[config.mk]
export PLATFORM = sky130hd
export DESIGN_NAME = iter_muldiv
export DESIGN_NICKNAME = d
export VERILOG_FILES = /design/src/rtl/iter_muldiv.sv
export SDC_FILE = /design/constraint.sdc
export NUM_CORES = 1
export LEC_CHECK = 0
export ABC_AREA = 1
export CORE_UTILIZATION = 45
export DETAILED_ROUTE_END_ITERATION = 10
export DONT_BUFFER_PORTS = 1
export MAX_ROUTING_LAYER = met4
export REMOVE_ABC_BUFFERS = 1
export SLEW_MARGIN = 20
export SYNTH_ARGS = -nofsm -noshare
export SYNTH_HDL_FRONTEND = slang
export SYNTH_SLANG_ARGS = --single-unit
[constraint.sdc]
create_clock -name clk -period 4.3 [get_ports clk]
set_input_delay 1.29 -clock clk [delete_from_list [all_inputs] [get_ports clk]]
set_output_delay 1.29 -clock clk [all_outputs]
set_load 0.05 [all_outputs]
[src/rtl/iter_muldiv.sv]
// Iterative unsigned multiply/divide unit: shift-add MUL and restoring DIV, one bit per clock.
// Results, busy and done are registered; div_by_zero is sticky until the next accepted start.
module iter_muldiv #(
    parameter int WIDTH = 32
) (
    input  logic             clk,
    input  logic             rst,
    input  logic             start,
    input  logic [WIDTH-1:0] a,
    input  logic [WIDTH-1:0] b,
    input  logic [3:0]       aluop,
    output logic [WIDTH-1:0] result_lo,
    output logic [WIDTH-1:0] result_hi,
    output logic             busy,
    output logic             done,
    output logic             div_by_zero
);

    localparam int CW = $clog2(WIDTH + 1);
    localparam logic [3:0] OP_MUL = 4'h2;
    localparam logic [3:0] OP_DIV = 4'h3;

    typedef enum logic [1:0] {IDLE, MUL_RUN, DIV_RUN, DONE} stateT;

    stateT             state, stateNext;
    logic [CW-1:0]     count;
    logic [WIDTH-1:0]  mcand, divisor, rem, quo;
    logic [2*WIDTH:0]  acc, accNext;
    logic [WIDTH:0]    addSum, remShift, trialDiff;
    logic [WIDTH-1:0]  remNext, quoNext;
    logic              accept, lastIter;

    always_comb begin
        accept    = start && (aluop == OP_MUL || aluop == OP_DIV)
                    && (state == IDLE || state == DONE);
        lastIter  = (count == CW'(1));
        stateNext = state;
        case (state)
            IDLE, DONE: begin
                stateNext = IDLE;
                if (accept) begin
                    if (aluop == OP_MUL)  stateNext = MUL_RUN;
                    else if (b == '0)     stateNext = DONE;
                    else                  stateNext = DIV_RUN;
                end
            end
            MUL_RUN, DIV_RUN: begin
                if (lastIter) stateNext = DONE;
            end
            default: stateNext = IDLE;
        endcase
    end

    // Shift-add step: add into the upper half (carry lands in the extra top bit), then shift right.
    always_comb begin
        addSum  = acc[2*WIDTH:WIDTH] + (acc[0] ? {1'b0, mcand} : '0);
        accNext = {1'b0, addSum, acc[WIDTH-1:1]};
    end

    // Restoring step: since rem < divisor, bit WIDTH of the trial difference is the borrow.
    always_comb begin
        remShift  = {rem, quo[WIDTH-1]};
        trialDiff = remShift - {1'b0, divisor};
        remNext   = trialDiff[WIDTH] ? remShift[WIDTH-1:0] : trialDiff[WIDTH-1:0];
        quoNext   = {quo[WIDTH-2:0], ~trialDiff[WIDTH]};
    end

    always_ff @(posedge clk) begin
        if (!rst) begin
            state       <= IDLE;
            count       <= '0;
            mcand       <= '0;
            divisor     <= '0;
            acc         <= '0;
            rem         <= '0;
            quo         <= '0;
            result_lo   <= '0;
            result_hi   <= '0;
            busy        <= 1'b0;
            done        <= 1'b0;
            div_by_zero <= 1'b0;
        end else begin
            state <= stateNext;
            busy  <= (stateNext == MUL_RUN) || (stateNext == DIV_RUN);
            done  <= (stateNext == DONE);
            if (accept) begin
                count       <= CW'(WIDTH);
                mcand       <= a;
                divisor     <= b;
                acc         <= {{(WIDTH + 1){1'b0}}, b};
                rem         <= '0;
                quo         <= a;
                div_by_zero <= 1'b0;
                if (aluop == OP_DIV && b == '0) begin
                    result_lo   <= '1;
                    result_hi   <= a;
                    div_by_zero <= 1'b1;
                end
            end else if (state == MUL_RUN) begin
                acc   <= accNext;
                count <= count - CW'(1);
                if (lastIter) begin
                    result_lo <= accNext[WIDTH-1:0];
                    result_hi <= accNext[2*WIDTH-1:WIDTH];
                end
            end else if (state == DIV_RUN) begin
                rem   <= remNext;
                quo   <= quoNext;
                count <= count - CW'(1);
                if (lastIter) begin
                    result_lo <= quoNext;
                    result_hi <= remNext;
                end
            end
        end
    end

endmodule

==> run metrics, run 1 <==
number of library cell types mapped by synthesis 42; Antenna Diode Count 0; Power, Total 6.00 mW; port buffer count 0; vias in the first global route 14200; post-route cell area 16600 um2; Post-CTS Resized 0; Global Route Usage Sum 30.0%; # IOs 138; routed via count 15300; Remaining Overflow, GRT 0; post-route ant nets 0; Mapped Area 15300 um2; Synth async-reset ratio 0%; Initial Utilization 45.7%; leakage power 7.75 nW; filler instances 3487; Layout Skew 0.0173 ns; chip height 186 um; WHS Endpoint mcand[29]$_SDFFE_PN0P_; R2R Path Start acc[0]$_SDFFE_PN0P_; r2r setup slk 1.26 ns; Yosys warnings 0; clock buffer depth 3; Yosys reg bits 267; Slew HR 30.8%; Layout area overhead 8.48%; CTS tree yes; R2R cell count 15; Synth area leader dfxtp_1; layout cells sized above 1 4.42%; first-pass GRT wire length 80700 um; period utilization 73.1%; Die X 186 um; Final Hold Viols 0; Final setup viols 0; Worst Hold Launch mcand[29]$_SDFFE_PN0P_; Final Wtd Congestion 0.967; Yosys top cell area share 35.0%; Syn Inst Count 2394; Pwr per Cell Area 362 nW/um2; Root Driver clkbuf_16; RSZ-0062 raised after global routing false; Synth area leaders dfxtp_1, nand2_1, a21oi_1, o21ai_0, nor2_1; DP Wirelength 39100 um; hold_buf cts 0; DR iter-0 viols 1278; residual DRC count 0; setup ws final 1.16 ns; final setup TNS 0 ns; critical-path maximum fanout 39; CTS sink count 267; largest net degree at the start of global routing 97; Final Max Tran Viols 0; Critical Path RT 4.76 ns; total wire length 51600 um; status complete, no violations; VDD IR-drop max 0.319 mV; Hold Path Depth 2; crit end category flip-flop; Routed wire per std cell 18.4 um; vias per cell 5.46; Max Cap Viol 0; row count 67; cts bufs inserted 30; die area 34700 um2; Setup Slack @ Placement 0.511 ns; Pre-Repair DR Iteration Count 7; Post-synth EDFFs 0; FMAX 0.318 GHz; Slew @ Worst Pin 1.03 ns; Top FF cell, synth dfxtp_1; critical path launch point type input port; initial antenna violation count 0; worst hold path class flip-flop to flip-flop; worst skew pair latency 0.57 ns; Worst Path Arrival 3.60 ns; sequential area share after synthesis 35.0%; CTS clk-pin slew, worst paths 0.06 ns; Post-CTS Setup Inserts 0; Final Core Density 49.6%; critical path class input port to flip-flop; fin crit period 3.14 ns; core area 33400 um2; nets 2475; Avg Inst Size Synth 6.39 um2; dpl cell area 15600 um2; reg-to-reg endpoint result_hi[25]$_SDFFE_PN0P_; H-tree levels 1
[cell usage in the layout, fill, tap and decap left out, drive strengths merged]
cell	instances
o22ai	32
xnor2	14
a31oi	32
a21oi	234
xor2	7
and2	7
o211ai	2
or2	5
clkinvlp	1
nand2	645
nor4	9
dfxtp	267
o21ai	230
clkbuf	42
buf	23
nand2b	1
clkinv	11
a211oi	1
nand3	128
nor3	15
nand4	21
inv	249
o21bai	5
and3	1
ha	69
nor2	285
bufinv	1
fa	2
nand3b	7
a21o	4
o2111ai	1
o21a	4
[routing by layer]
layer  track usage (%)  share of wire, %
met5                 -                 0
met4              8.04               2.8
met3              4.55               6.7
met2              46.1                44
met1              40.8                46
[layout make-up]
class | instances | area, um2 | share of cell area, %
well taps | 448 | 561 | 3.38
repair buffers | 23 | 223 | 1.34
multi-input cells | 1761 | 8560 | 51.6
clock inverters | 12 | 103 | 0.618
clock buffers | 42 | 856 | 5.16
inverters | 250 | 942 | 5.68
flip-flops and latches | 267 | 5350 | 32.2
[worst max-delay path, cell delays in order]
cell and delay, ns:
nor4_1 0.86, nand4_1 0.28, nor2_1 0.18, nand2_1 0.08
nand2_1 0.11, nand2_2 0.08, inv_2 0.06, buf_4 0.35
nand2_1 0.10, nor2_1 0.11, a21oi_1 0.06
[cells by family after synthesis]
kind of cell	synth area share (%)
flip-flops	35.0
XOR/XNOR	1.20
AO/OA/AOI/OAI	18.9
buffers and inverters	9.20
AND/OR/NAND/NOR	29.9
adder cells (fa/ha/maj)	5.91
[sequential cells by signal, summed over array words and instances (netlist names)]
signal	count
result_hi	32
busy	1
rem	32
state	2
mcand	32
div_by_zero	1
quo	32
done	1
acc	64
result_lo	32
divisor	32
count	6
[how the worst max path moves through the flow]
stage	start	endpoint	depth (start not counted)
floorplan	aluop[3]	busy$_SDFF_PN0_	8
global placement	b[16]	result_hi[21]$_SDFFE_PN0P_	11
detailed placement	b[16]	result_hi[5]$_SDFFE_PN0P_	11
CTS	b[16]	result_hi[5]$_SDFFE_PN0P_	11
global route	acc[0]$_SDFFE_PN0P_	result_hi[25]$_SDFFE_PN0P_	15
finish	b[16]	result_hi[5]$_SDFFE_PN0P_	11
[where the power goes]
group | internal, mW | leakage, nW | total, mW | switching, mW
sequential | 2.52 | 2.16 | 2.55 | 0.0363
clock | 1.44 | 0.476 | 2.52 | 1.08
combinational | 0.274 | 5.11 | 0.925 | 0.651
[metrics by stage]
stage / std cells / hold WS [ns]
global route: 2803 / 0.475
CTS: 2803 / 0.469
detailed placement: 2749 / 0.459
global placement: 2749 / 0.452
finish: 2803 / 0.466
floorplan: 2278 / 0.445
[cell usage after synthesis, types with 9 or more instances]
cell and count:
xnor2_1 14, a21oi_1 233, inv_1 246, dfxtp_1 267, nand3_1 127, o22ai_1 32, a31oi_1 32, nor2_1 284
ha_1 69, buf_1 14, o21ai_0 219, nor3_1 15, nor4_1 9, nand2_1 637, nand4_1 21, clkbuf_1 90
Note: power is estimated with default switching activity, not from simulation.
==> inputs of run 2 (changes only) <==
clock period = 3.02 ns   (was 4.3 ns; I/O delays follow)
==> run 2 against run 1 <==
Effect of this change: wire length grew 3.3%; final area grew 3.0%; worst setup slack lost 0.99 ns; critical endpoint is now result_hi[8]$_SDFFE_PN0P_.
==> run metrics, run 2 (same netlist as run 1, synthesis figures left out) <==
Layout area overhead 11.7%; sequential share of power 42.1% (-0.5 points); Final Wtd Congestion 0.958 (-0.95%); max reg flops 64 (unchanged); Remaining Overflow, GRT 0 (unchanged); Slew HR 53.7% (+23 points); initial antenna violation count 1 (+1); largest net degree at the start of global routing 97 (unchanged); Setup Slack @ Placement -0.0598 ns (-0.570 ns); crit end category flip-flop; RSZ-0062 raised after global routing false; vias per cell 5.47 (about the same); CTS tree yes; R2R Path Start acc[0]$_SDFFE_PN0P_; status complete, no violations; chip height 186 um (unchanged); # IOs 138 (unchanged); Crit path largest cell delay 0.36 ns (-0.50 ns); CTS sink count 267 (unchanged); fin crit period 2.86 ns; worst hold path class flip-flop to flip-flop; critical-path maximum fanout 33 (-15%); VDD IR-drop max 0.523 mV (+64%); critical path launch point type flip-flop; leakage power 8.01 nW (+3.3%); core area 33400 um2 (unchanged); most frequent cells in the layout nand2_1, nor2_1, dfxtp_1, inv_1, a21oi_1; Worst Path Arrival 3.33 ns (-0.27 ns); Final setup viols 0 (unchanged); post-route ant nets 0 (unchanged); critical path class flip-flop to flip-flop; most common cell after layout, fill and taps aside nand2_1; cell family with most CP delay simple AND/OR/NAND/NOR gates; total wire length 53300 um (+3.3%); routing usage on met1 43.6% (+2.8 points); period utilization 94.6%; Top reg by flops acc; Cell Int Power 6.17 mW (+46%); cts bufs inserted 30 (unchanged); filler instances 3450 (-1.1%); sw power 2.47 mW (+40%); residual DRC count 0 (unchanged); Worst Hold Launch acc[32]$_SDFFE_PP0P_; nets 2514 (+1.6%); layout cells sized above 1 5.85% (+1.4 points); CTS clk-pin slew, worst paths 0.06 ns (about the same); vias in the first global route 14600 (+2.7%); Slew @ Worst Pin 0.694 ns (-0.335 ns); die area 34700 um2 (unchanged); Critical Path RT 3.50 ns (-1.26 ns); final setup TNS 0 ns (unchanged); clock buffer depth 3 (unchanged); Sw Ratio 28.6% (-0.85 points); Pre-Repair DR Iteration Count 5 (-2); dpl cell area 16100 um2 (+3.2%); Final Max Tran Viols 0 (unchanged); worst path bufs/invs 4 (+2); hold_buf cts 0 (unchanged); H-tree levels 1 (unchanged); DP Wirelength 40600 um (+3.9%); port buffer count 0 (unchanged); Layout Skew 0.0187 ns (+0.00133 ns); slowest cell on the critical path dfxtp_1; row count 67 (unchanged); DR iter-0 viols 1254 (-1.9%); critical path cell sequence buf_12 > nand2_1 > inv_1 > ha_1 > buf_4 > nand3_1 > nand3_1 > inv_1 > o21ai_0 > nand2_1 > nand2_1 > nor2_1 > nand3b_1 > o21ai_0 > nor2_1 > a21oi_1; Global Route Usage Sum 31.3% (+1.3 points); worst skew pair latency 0.56 ns (about the same); first-pass GRT wire length 83900 um (+4.0%); GRT busiest layer met2; setup ws final 0.163 ns (-0.993 ns); Pwr per Cell Area 506 nW/um2 (+40%); post-route cell area 17100 um2 (+3.0%); Post-CTS Resized 0 (unchanged); Routed wire per std cell 18.8 um (+1.9%); Clock power frac 41.1% (-0.9 points); GR Util met2 47.3% (+1.2 points); Die X 186 um (unchanged); Max Cap Viol 0 (unchanged); Final Hold Viols 0 (unchanged); Post-CTS Setup Inserts 0 (unchanged); FMAX 0.350 GHz; combinational share of power 16.8% (+1.4 points); Critical path origin acc[0]$_SDFFE_PN0P_; Final Core Density 51.1% (+1.5 points); M3 GR Usage 4.66% (+0.11 points); routed via count 15500 (+1.4%); Root Driver clkbuf_16; most used cell along the critical path nand2_1; Initial Utilization 45.7% (unchanged)
==> run 2: changes by cell type in the layout (fill, tap and decap cells not counted) <==
cell | previous run | this run
clkinvlp_4 | 1 | 0
clkinv_8 | 1 | 0
buf_12 | 4 | 20
clkbuf_16 | 30 | 31
clkbuf_1 | 6 | 8
clkinv_2 | 9 | 5
buf_4 | 19 | 42
clkbuf_8 | 6 | 9
bufinv_16 | 1 | 0
diode_2 | 0 | 1
==> run 2: worst reg2reg max path, cell delays in order (launching register included) <==
cell,delay (ns)
dfxtp_1,0.36
buf_12,0.21
nand2_1,0.08
inv_1,0.05
ha_1,0.22
buf_4,0.15
nand3_1,0.07
nand3_1,0.17
inv_1,0.07
o21ai_0,0.36
nand2_1,0.09
nand2_1,0.18
nor2_1,0.05
nand3b_1,0.18
o21ai_0,0.25
nor2_1,0.15
a21oi_1,0.15
==> run 2: final timing paths <==
path,to,slack [ns],cells past startpoint
min,acc[32]$_SDFFE_PP0P_,0.47,2
max,result_hi[8]$_SDFFE_PN0P_,0.16,16
min reg2reg,acc[32]$_SDFFE_PP0P_,0.47,2
max reg2reg,result_hi[8]$_SDFFE_PN0P_,0.16,16
==> run 2: metal layers <==
| layer | share of wire [%] | vias to the layer above | wire length [um] |
|---|---|---|---|
| li1 | - | 7767 | - |
| met1 | 48 | 7304 | 25400 |
| met2 | 44 | 396 | 23500 |
| met3 | 6.0 | 65 | 3190 |
| met4 | 2.2 | 0 | 1200 |
| met5 | 0 | - | 0 |
==> run 2: cell type report <==
cell class / count / area (um2) / share of cell area, %
Inverter: 250 / 942 / 5.51
Multi-Input combinational cell: 1761 / 8560 / 50.1
Antenna cell: 1 / 2.50 / 0.0146
Clock inverter: 5 / 28.8 / 0.168
Timing Repair Buffer: 62 / 716 / 4.19
Tap cell: 448 / 561 / 3.28
Clock buffer: 48 / 930 / 5.44
Sequential cell: 267 / 5350 / 31.3
==> run 2: power groups by stage <==
stage | clock network (mW) | logic [mW] | registers (mW)
detailed placement | 0 | 1.43 | 3.71
global placement | 0 | 1.42 | 3.71
floorplan | 0 | 0.872 | 3.70
finish | 3.55 | 1.45 | 3.63
global route | 3.76 | 1.60 | 3.64
CTS | 3.61 | 1.44 | 3.63
==> run 2: metrics by stage <==
step	power (mW)	cells	hold WS, ns
global route	9.01	2842	0.485
finish	8.64	2842	0.467
detailed placement	5.14	2788	0.458
CTS	8.68	2841	0.468
global placement	5.13	2788	0.452
floorplan	4.57	2278	0.445
